==> config.mk <==
export PLATFORM = sky130hd
export DESIGN_NAME = glitch_seq
export DESIGN_NICKNAME = d
export VERILOG_FILES = /design/src/rtl/glitch_pkg.sv /design/src/rtl/glitch_chan.sv /design/src/rtl/glitch_seq.sv
export SDC_FILE = /design/constraint.sdc
export NUM_CORES = 1
export LEC_CHECK = 0
export CORE_MARGIN = 1.5
export CORE_UTILIZATION = 45
export DETAILED_ROUTE_END_ITERATION = 6
export PLACE_DENSITY = 0.7
export SLEW_MARGIN = 20
export SYNTH_ARGS = -nofsm -noshare
export SYNTH_HDL_FRONTEND = slang
export SYNTH_HIERARCHICAL = 1
export SYNTH_SLANG_ARGS = --single-unit
==> constraint.sdc <==
create_clock -name clk -period 4.65 [get_ports clk]
set_input_delay 0.93 -clock clk [delete_from_list [all_inputs] [get_ports clk]]
set_output_delay 0.93 -clock clk [all_outputs]
set_load 0.01 [all_outputs]
==> src/rtl/glitch_pkg.sv <==
// Shared definitions for the glitch sequencer: channel state encoding and sizing constants.
package glitch_pkg;

   localparam int unsigned NCH_MAX       = 8;
   localparam int unsigned CNT_W_DEFAULT = 32;

   typedef enum logic [2:0] {
      CH_IDLE  = 3'd0,
      CH_ARMED = 3'd1,
      CH_DELAY = 3'd2,
      CH_PULSE = 3'd3,
      CH_GAP   = 3'd4,
      CH_DONE  = 3'd5
   } chan_state_e;

endpackage

==> src/rtl/glitch_chan.sv <==
// One glitch channel: config snapshot, delay/pulse/gap counters and registered output level.
module glitch_chan
   import glitch_pkg::*;
#(
   parameter int unsigned CNT_W = CNT_W_DEFAULT
) (
   input  logic             clk,
   input  logic             rst,
   input  logic             abort,
   input  logic             arm_go,
   input  logic             trig_go,
   input  logic [CNT_W-1:0] cfg_delay,
   input  logic [CNT_W-1:0] cfg_width,
   input  logic [CNT_W-1:0] cfg_gap,
   input  logic [CNT_W-1:0] cfg_count,
   input  logic             cfg_vstart,
   output logic             vout,
   output logic             done,
   output logic             done_nxt_c
);

   chan_state_e      state, state_n;
   logic [CNT_W-1:0] cnt, cnt_n;
   logic [CNT_W-1:0] left, left_n;
   logic [CNT_W-1:0] delay_q, width_q, gap_q, count_q;
   logic             vs_q, vs_n, vout_n;

   always_ff @(posedge clk) begin
      if (rst) begin
         state   <= CH_IDLE;
         cnt     <= '0;
         left    <= '0;
         delay_q <= '0;
         width_q <= '0;
         gap_q   <= '0;
         count_q <= '0;
         vs_q    <= 1'b0;
         vout    <= 1'b0;
         done    <= 1'b0;
      end else begin
         state <= state_n;
         cnt   <= cnt_n;
         left  <= left_n;
         if (arm_go) begin
            delay_q <= cfg_delay;
            width_q <= cfg_width;
            gap_q   <= cfg_gap;
            count_q <= cfg_count;
            vs_q    <= cfg_vstart;
         end
         vout <= vout_n;
         done <= (state_n == CH_DONE);
      end
   end

   // cnt holds cycles remaining in the current phase minus one; left holds pulses still owed.
   always_comb begin
      state_n = state;
      cnt_n   = cnt;
      left_n  = left;
      if (abort) begin
         state_n = CH_IDLE;
      end else begin
         case (state)
            CH_IDLE, CH_DONE: begin
               if (arm_go) state_n = CH_ARMED;
            end
            CH_ARMED: begin
               if (trig_go) begin
                  state_n = CH_DELAY;
                  cnt_n   = delay_q;
                  left_n  = (count_q == '0) ? '0 : count_q - CNT_W'(1);
               end
            end
            CH_DELAY: begin
               if (cnt != '0) begin
                  cnt_n = cnt - CNT_W'(1);
               end else if (width_q == '0) begin
                  state_n = CH_DONE;
               end else begin
                  state_n = CH_PULSE;
                  cnt_n   = width_q - CNT_W'(1);
               end
            end
            CH_PULSE: begin
               if (cnt != '0) begin
                  cnt_n = cnt - CNT_W'(1);
               end else if (left == '0) begin
                  state_n = CH_DONE;
               end else if (gap_q == '0) begin
                  cnt_n  = width_q - CNT_W'(1);
                  left_n = left - CNT_W'(1);
               end else begin
                  state_n = CH_GAP;
                  cnt_n   = gap_q - CNT_W'(1);
               end
            end
            CH_GAP: begin
               if (cnt != '0) begin
                  cnt_n = cnt - CNT_W'(1);
               end else begin
                  state_n = CH_PULSE;
                  cnt_n   = width_q - CNT_W'(1);
                  left_n  = left - CNT_W'(1);
               end
            end
            default: state_n = CH_IDLE;
         endcase
      end
   end

   // Idle channels follow the live level; once armed the snapshot level is used.
   always_comb begin
      vs_n   = (state_n == CH_IDLE || arm_go) ? cfg_vstart : vs_q;
      vout_n = (state_n == CH_PULSE) ? ~vs_n : vs_n;
   end

   assign done_nxt_c = (state_n == CH_DONE);

endmodule

==> src/rtl/glitch_seq.sv <==
// Multi-channel glitch sequencer: trigger qualification, arm/abort control and aggregate flags.
// Define GLITCH_SEQ_TRIG_SYNC_EN to pass trigger_in through a 2-flop synchronizer first.
module glitch_seq
   import glitch_pkg::*;
#(
   parameter int unsigned NCH   = 2,
   parameter int unsigned CNT_W = CNT_W_DEFAULT
) (
   input  logic                 clk,
   input  logic                 rst,
   input  logic                 arm,
   input  logic                 abort,
   input  logic                 trigger_in,
   input  logic                 invert_trigger,
   input  logic [NCH*CNT_W-1:0] cfg_delay,
   input  logic [NCH*CNT_W-1:0] cfg_width,
   input  logic [NCH*CNT_W-1:0] cfg_gap,
   input  logic [NCH*CNT_W-1:0] cfg_count,
   input  logic [NCH-1:0]       cfg_vstart,
   output logic [NCH-1:0]       vout,
   output logic                 armed,
   output logic                 glitched,
   output logic                 finished,
   output logic [NCH-1:0]       ch_done
);

   logic           trig_s, trig_p;
   logic           edge_c, arm_go_c, trig_go_c;
   logic [NCH-1:0] done_nxt_c;

`ifdef GLITCH_SEQ_TRIG_SYNC_EN
   logic trig_meta;

   always_ff @(posedge clk) begin
      if (rst) begin
         trig_meta <= 1'b0;
         trig_s    <= 1'b0;
      end else begin
         trig_meta <= trigger_in;
         trig_s    <= trig_meta;
      end
   end
`else
   always_ff @(posedge clk) begin
      if (rst) trig_s <= 1'b0;
      else     trig_s <= trigger_in;
   end
`endif

   always_ff @(posedge clk) begin
      if (rst) trig_p <= 1'b0;
      else     trig_p <= trig_s;
   end

   // Arm is only accepted with no sequence in flight; abort dominates arm and trigger.
   assign edge_c    = (trig_s ^ invert_trigger) & ~(trig_p ^ invert_trigger);
   assign arm_go_c  = arm & ~abort & ~armed & ~glitched;
   assign trig_go_c = edge_c & armed & ~abort;

   always_ff @(posedge clk) begin
      if (rst) begin
         armed    <= 1'b0;
         glitched <= 1'b0;
         finished <= 1'b0;
      end else begin
         if (abort)          armed <= 1'b0;
         else if (arm_go_c)  armed <= 1'b1;
         else if (trig_go_c) armed <= 1'b0;

         if (abort)            glitched <= 1'b0;
         else if (trig_go_c)   glitched <= 1'b1;
         else if (&done_nxt_c) glitched <= 1'b0;

         finished <= &done_nxt_c;
      end
   end

   for (genvar i = 0; i < NCH; i++) begin : g_ch
      glitch_chan #(.CNT_W(CNT_W)) u_chan (
         .clk        (clk),
         .rst        (rst),
         .abort      (abort),
         .arm_go     (arm_go_c),
         .trig_go    (trig_go_c),
         .cfg_delay  (cfg_delay[i*CNT_W +: CNT_W]),
         .cfg_width  (cfg_width[i*CNT_W +: CNT_W]),
         .cfg_gap    (cfg_gap[i*CNT_W +: CNT_W]),
         .cfg_count  (cfg_count[i*CNT_W +: CNT_W]),
         .cfg_vstart (cfg_vstart[i]),
         .vout       (vout[i]),
         .done       (ch_done[i]),
         .done_nxt_c (done_nxt_c[i])
      );
   end

endmodule

; Yosys cells after proc, flatten, opt, wreduce, memory -nomap -nowiden
; Cells that the tools add are included.
[classes]
muxes = 58
n_bitwise = 14
n_reduce_logical = 30
add_sub_neg = 10
n_eq_ne = 28
[ops]
columns = cell, n
row1 = two-way mux 32 bit, 26
row2 = "subtractor 32 x 1 -> 32 bit, second input constant", 10
row3 = logical NOT 32 bit, 8
row4 = one-hot mux 32 bit (4 select lines), 2
row5 = one-hot mux 32 bit (3 select lines), 2
row6 = nonzero test 32 bit, 2
row7 = two-way mux 3 bit, 18
row8 = one-hot mux 3 bit (5 select lines), 2
row9 = "== test 3 x 2 -> 1 bit, second input constant", 6
row10 = "== test 3 bit, second input constant", 6
row11 = "!= test 2 bit, second input constant", 7
row12 = AND reduction 7 bit, 2
row13 = logical NOT 3 bit, 4
row14 = "!= test 3 x 2 -> 1 bit, second input constant", 4
row15 = AND reduction 5 bit, 2
row16 = two-way mux 1 bit, 8
row17 = nonzero test 4 bit, 2
row18 = bitwise AND 1 bit, 6
row19 = "== test 3 x 1 -> 1 bit, second input constant", 2
row20 = "!= test 2 x 1 -> 1 bit, second input constant", 3
row21 = inverter 1 bit, 6
row22 = nonzero test 3 bit, 2
row23 = OR reduction 2 bit, 3
row24 = nonzero test 2 bit, 2
row25 = other kinds (3), 5
[word_totals]
ff_bits = 401
word_cells = 165

; Depth between registers and ports, before layout
[logic_depth]
word_depth = 13
depth_mapped = 13
depth_no_buf = 11

; By module
; The synthesis kept the hierarchy.
[modules_own_cells]
columns = mod, seq_area_each_um2, cells_each, area_per_inst_um2, instances
row1 = glitch_chan (g_ch[0].u_chan), 3963.8, 1334, 10976.8, 1
row2 = glitch_chan (g_ch[1].u_chan), 3963.8, 1349, 10951.8, 1
row3 = glitch_seq, 100.1, 19, 196.4, 1

; Worst setup path before layout
; OpenSTA, ideal clock, no wires.
[synth_timing]
path_type = register to register
from = reg g_ch[0].u_chan.cnt[0]
to = reg g_ch[0].u_chan.vout
arrival_ns = 3.170
slack_ns = 1.361
stages_incl_launch_ff = 13
cell_sequence = dfxtp_1 inv_1 ha_1 or3b_1 clkbuf_1 or4_1 nor4_1 buf_2 o211ai_1 o32ai_1 o21bai_1 mux2_1 o31a_1
[synth_between]
elab_chain_len = 9
[synth_rtl]
columns = element, line
row1 = from (decl), glitch_chan.sv:23  ; logic [CNT_W-1:0] cnt, cnt_n;
row2 = from (signal assigned), glitch_chan.sv:42  ; cnt <= cnt_n;
row3 = nonzero test 32 bit *, "glitch_chan.sv:76, glitch_chan.sv:86, glitch_chan.sv:99"
row4 = two-way mux 3 bit (on tied branches), "glitch_chan.sv:99, glitch_chan.sv:86, glitch_chan.sv:76"
row5 = one-hot mux 3 bit (5 select lines) *, glitch_chan.sv:64  ; case (state)
row6 = two-way mux 3 bit *, glitch_chan.sv:61  ; if (abort) begin
row7 = logical NOT 3 bit, glitch_chan.sv:114  ; vs_n = (state_n == CH_IDLE || arm_go) ? cfg_vstart : vs_q;
row8 = logical OR 1 bit, glitch_chan.sv:114
row9 = two-way mux 1 bit, glitch_chan.sv:114
row10 = inverter 1 bit, glitch_chan.sv:115  ; vout_n = (state_n == CH_PULSE) ? ~vs_n : vs_n;
row11 = two-way mux 1 bit *, glitch_chan.sv:115
row12 = to (signal assigned), glitch_chan.sv:51  ; vout <= vout_n;
row13 = to (decl), glitch_chan.sv:17  ; output logic vout,
; Mark *: on every way between the ends. The rest lies on a longest branch, timed or not.
; A chain may end at the register's enable or synchronous reset.

; Worst setup path in the final report
[layout_timing]
from = reg g_ch[0].u_chan.cnt[0]
to = reg g_ch[0].u_chan.left[3]
[layout_between]
elab_chain_len = 3
[layout_rtl]
columns = element, line
row1 = nonzero test 32 bit *, "glitch_chan.sv:86, glitch_chan.sv:99"
row2 = != test 2 bit (no source line), -
row3 = AND reduction 7 bit (no source line) *, -
row4 = to (signal assigned), glitch_chan.sv:43  ; left <= left_n;
row5 = to (decl), glitch_chan.sv:24  ; logic [CNT_W-1:0] left, left_n;
; Marks and branches as above.

==> flow_metrics.tcl <==
set metrics [dict create \
    ir_worst_vdd_mv 0.240 \
    synth_seq_cells 401 \
    firstDrtPassIters 7 \
    ant_nets 0 \
    crit_start "g_ch[0].u_chan/cnt[0]" \
    violations "design-rule violations" \
    r2r_cells 11 \
    setup_slack_ns 0.856 \
    setup_violations 0 \
    layout.nets 3167 \
    dieArea_um2 50500 \
    num_rows 81 \
    wl_per_cell_um 18.3 \
    htreeDepth 2 \
    synth_nets 2980 \
    die_h_um 225 \
    drt_iter0_markers 1760 \
    yosys-top-cells-area "dfxtp_1, mux2i_1, nor2_1" \
    worstMarginPinSlew_ns 1.10 \
    cap_viol_max_count 0 \
    grt_max_degree 182 \
    yosysTopAreaCell "dfxtp_1" \
    cts_buffers 46 \
    grt_pass1_vias 19800 \
    gpl.final_weighted_congestion 0.928 \
    crit_path_end "g_ch[0].u_chan/left[3]" \
    clock_latency_ns 0.58 \
    worstPathCellList "inv_1 > ha_1 > or3b_1 > or4_1 > or4_4 > o32a_1 > a211oi_4 > buf_4 > o21ai_0 > a22oi_1 > nor2_1" \
    ctsResizeCount 0 \
    cts_tree "yes" \
    crit_required_ns 5.08 \
    async_reset_ff_share_pct 0 \
    io_buffers 270 \
    clk_pin_slew_ns 0.06 \
    ys_warn_count 6 \
    rsz0062_at_grt "no" \
    cts_setup_buffers 0 \
    cts_root_buffer "clkbuf_16" \
    hold_class "register to register" \
    grt_antenna_before_repair 0 \
    r2r_start "g_ch[0].u_chan/cnt[0]" \
    synthesis.area_um2 22100 \
    antennaDiodeCount 0 \
    fin_crit_sh_pct 81.6 \
    drt_wl_total_um 65600 \
    final_hold_viol_count 0 \
    start_kind "register" \
    arrival_ns 4.22 \
    synth.distinct_cells 86 \
    die_x_um 225 \
    grt-ovfl-total 0 \
    cts.sinks 401 \
    core_area_um2 48700 \
    final_layout_size_suffix_gt1_share_pct 5.37 \
    yosysTopAreaCellShare_pct 36.3 \
    synth_top_cells_by_count "nor2_1, dfxtp_1, mux2i_1" \
    io_pins 271 \
    fin_skew_ns 0.0218 \
    timing.rr.end "g_ch[0].u_chan/left[3]" \
    layout_min_cycle_time_ns 3.79 \
    yosys_most_used_dff "dfxtp_1" \
    relSlewSlack_pct 27.0 \
    finalSetupTns_ns 0 \
    hpwl_um 46900 \
    grt_pass1_wl_um 104000 \
    seq_area_frac_synth_pct 36.3 \
    critPathKind "register to register" \
    synth_edf_count 0 \
    finalPower_mw 8.86 \
    cpMaxStageDelayCell "or4_1" \
    ctsHoldBuffers 0 \
    slowest_delay_ns 0.57 \
    max_freq_mhz 264 \
    start_util_pct 45.4 \
    power_density_nw_per_um2 330 \
    synth_most_common_cell "nor2_1" \
    cts_buffer_depth 3 \
    remaining_drc_errors 1 \
    syn_inst 2702 \
    leakage_nw 9.71 \
    vias_per_cell 5.84 \
    crit_path_end_kind "register" \
    area_growth_pct 21.5 \
    slew_violations 0 \
    status "finished with violations" \
    r2r_slack_ns 0.86 \
    synth.avg_cell_area_um2 8.19 \
    crit_fanout 53 \
    dp_slack_ns 0.776 \
    vias 21000 \
    grtUsageTotal_pct 25.2 \
]
==> cell type report <==
| class | instances | area, µm² |
|---|---|---|
| fill | 4462 | 21900 |
| multi-input combinational | 2098 | 13300 |
| sequential | 401 | 8030 |
| timing repair buffer | 306 | 3000 |
| clock buffer | 64 | 1360 |
| tap | 664 | 831 |
| clock inverter | 16 | 201 |
| inverter | 36 | 135 |
==> logic make-up after synthesis <==
| kind of cell | after synthesis | synth area share (%) |
|---|---|---|
| adders and majority gates | 14 | 0.792 |
| buffers and inverters | 203 | 3.79 |
| xor gates and xnor gates | 196 | 7.76 |
| muxes | 261 | 11.8 |
| DFF | 401 | 36.3 |
| and+or+nand+nor | 1066 | 23.1 |
| AOI/OAI and AO/OA | 561 | 16.5 |
==> per-stage QoR <==
step           utilization [%]  cells  hold WS (ns)  cell area [µm²]
3_3_place_gp              51.9   3505         0.454            25300
5_1_grt                   55.1   3585         0.501            26900
3_5_place_dp              51.9   3505         0.464            25300
2_1_floorplan                -   2702         0.442            22100
6_report                  55.1   3585         0.469            26900
4_1_cts                   55.1   3585         0.473            26900
==> per-layer routing <==
metal	share of wire, %	track usage (%)
met1	44	32.3
met2	47	42.3
met4	3.8	10.6
met5	0	0
met3	5.6	3.32
==> critical path: cells and delay by family, from the launching register on <==
kind | cells | cell delay [ns]
AO/OA/AOI/OAI | 4 | 0.98
adder cells (fa/ha/maj) | 1 | 0.18
flip-flops | 1 | 0.33
buffers and inverters | 2 | 0.53
AND/OR/NAND/NOR | 4 | 1.61
==> placed cells by master (no fill, tap or decap), types with 29 or more instances in the layout <==
cell	n
nor2_1	500
dfxtp_1	401
clkdlybuf4s50_1	269
mux2i_1	260
nand2_1	152
xnor2_1	130
a21oi_1	122
o21ai_0	115
nor3_1	104
nor4_1	89
o22ai_1	77
xor2_1	66
clkbuf_16	47
a22oi_1	45
inv_1	36
buf_4	34
or4_1	33
or3_1	29
==> how the worst min path moves through the flow <==
stage	slack [ns]	cells past startpoint	to	from
after global placement	0.45	2	g_ch[0].u_chan/left[17]	g_ch[0].u_chan/left[17]
final	0.47	1	trig_p	trig_s
after CTS	0.47	1	trig_p	trig_s
after global routing	0.50	1	trig_p	trig_s
after detailed placement	0.46	2	g_ch[0].u_chan/left[26]	g_ch[0].u_chan/left[26]
after floorplan	0.44	1	trig_p	trig_s
==> flip-flops by register name, indices dropped and copies added (netlist names), 2 cells and up <==
register / flops
g_ch.u_chan/gap_q: 64
g_ch.u_chan/delay_q: 64
g_ch.u_chan/state: 6
g_ch.u_chan/cnt: 64
g_ch.u_chan/count_q: 64
g_ch.u_chan/vs_q: 2
g_ch.u_chan/done: 2
g_ch.u_chan/width_q: 64
g_ch.u_chan/left: 64
g_ch.u_chan/vout: 2
==> where the power goes <==
part,switching [mW],total [mW],internal (mW)
clock,1.47,3.73,2.26
sequential,0.143,3.70,3.55
combinational,0.735,1.44,0.701
total,2.35,8.86,6.51
No activity file was read; power rests on OpenSTA's default activity.
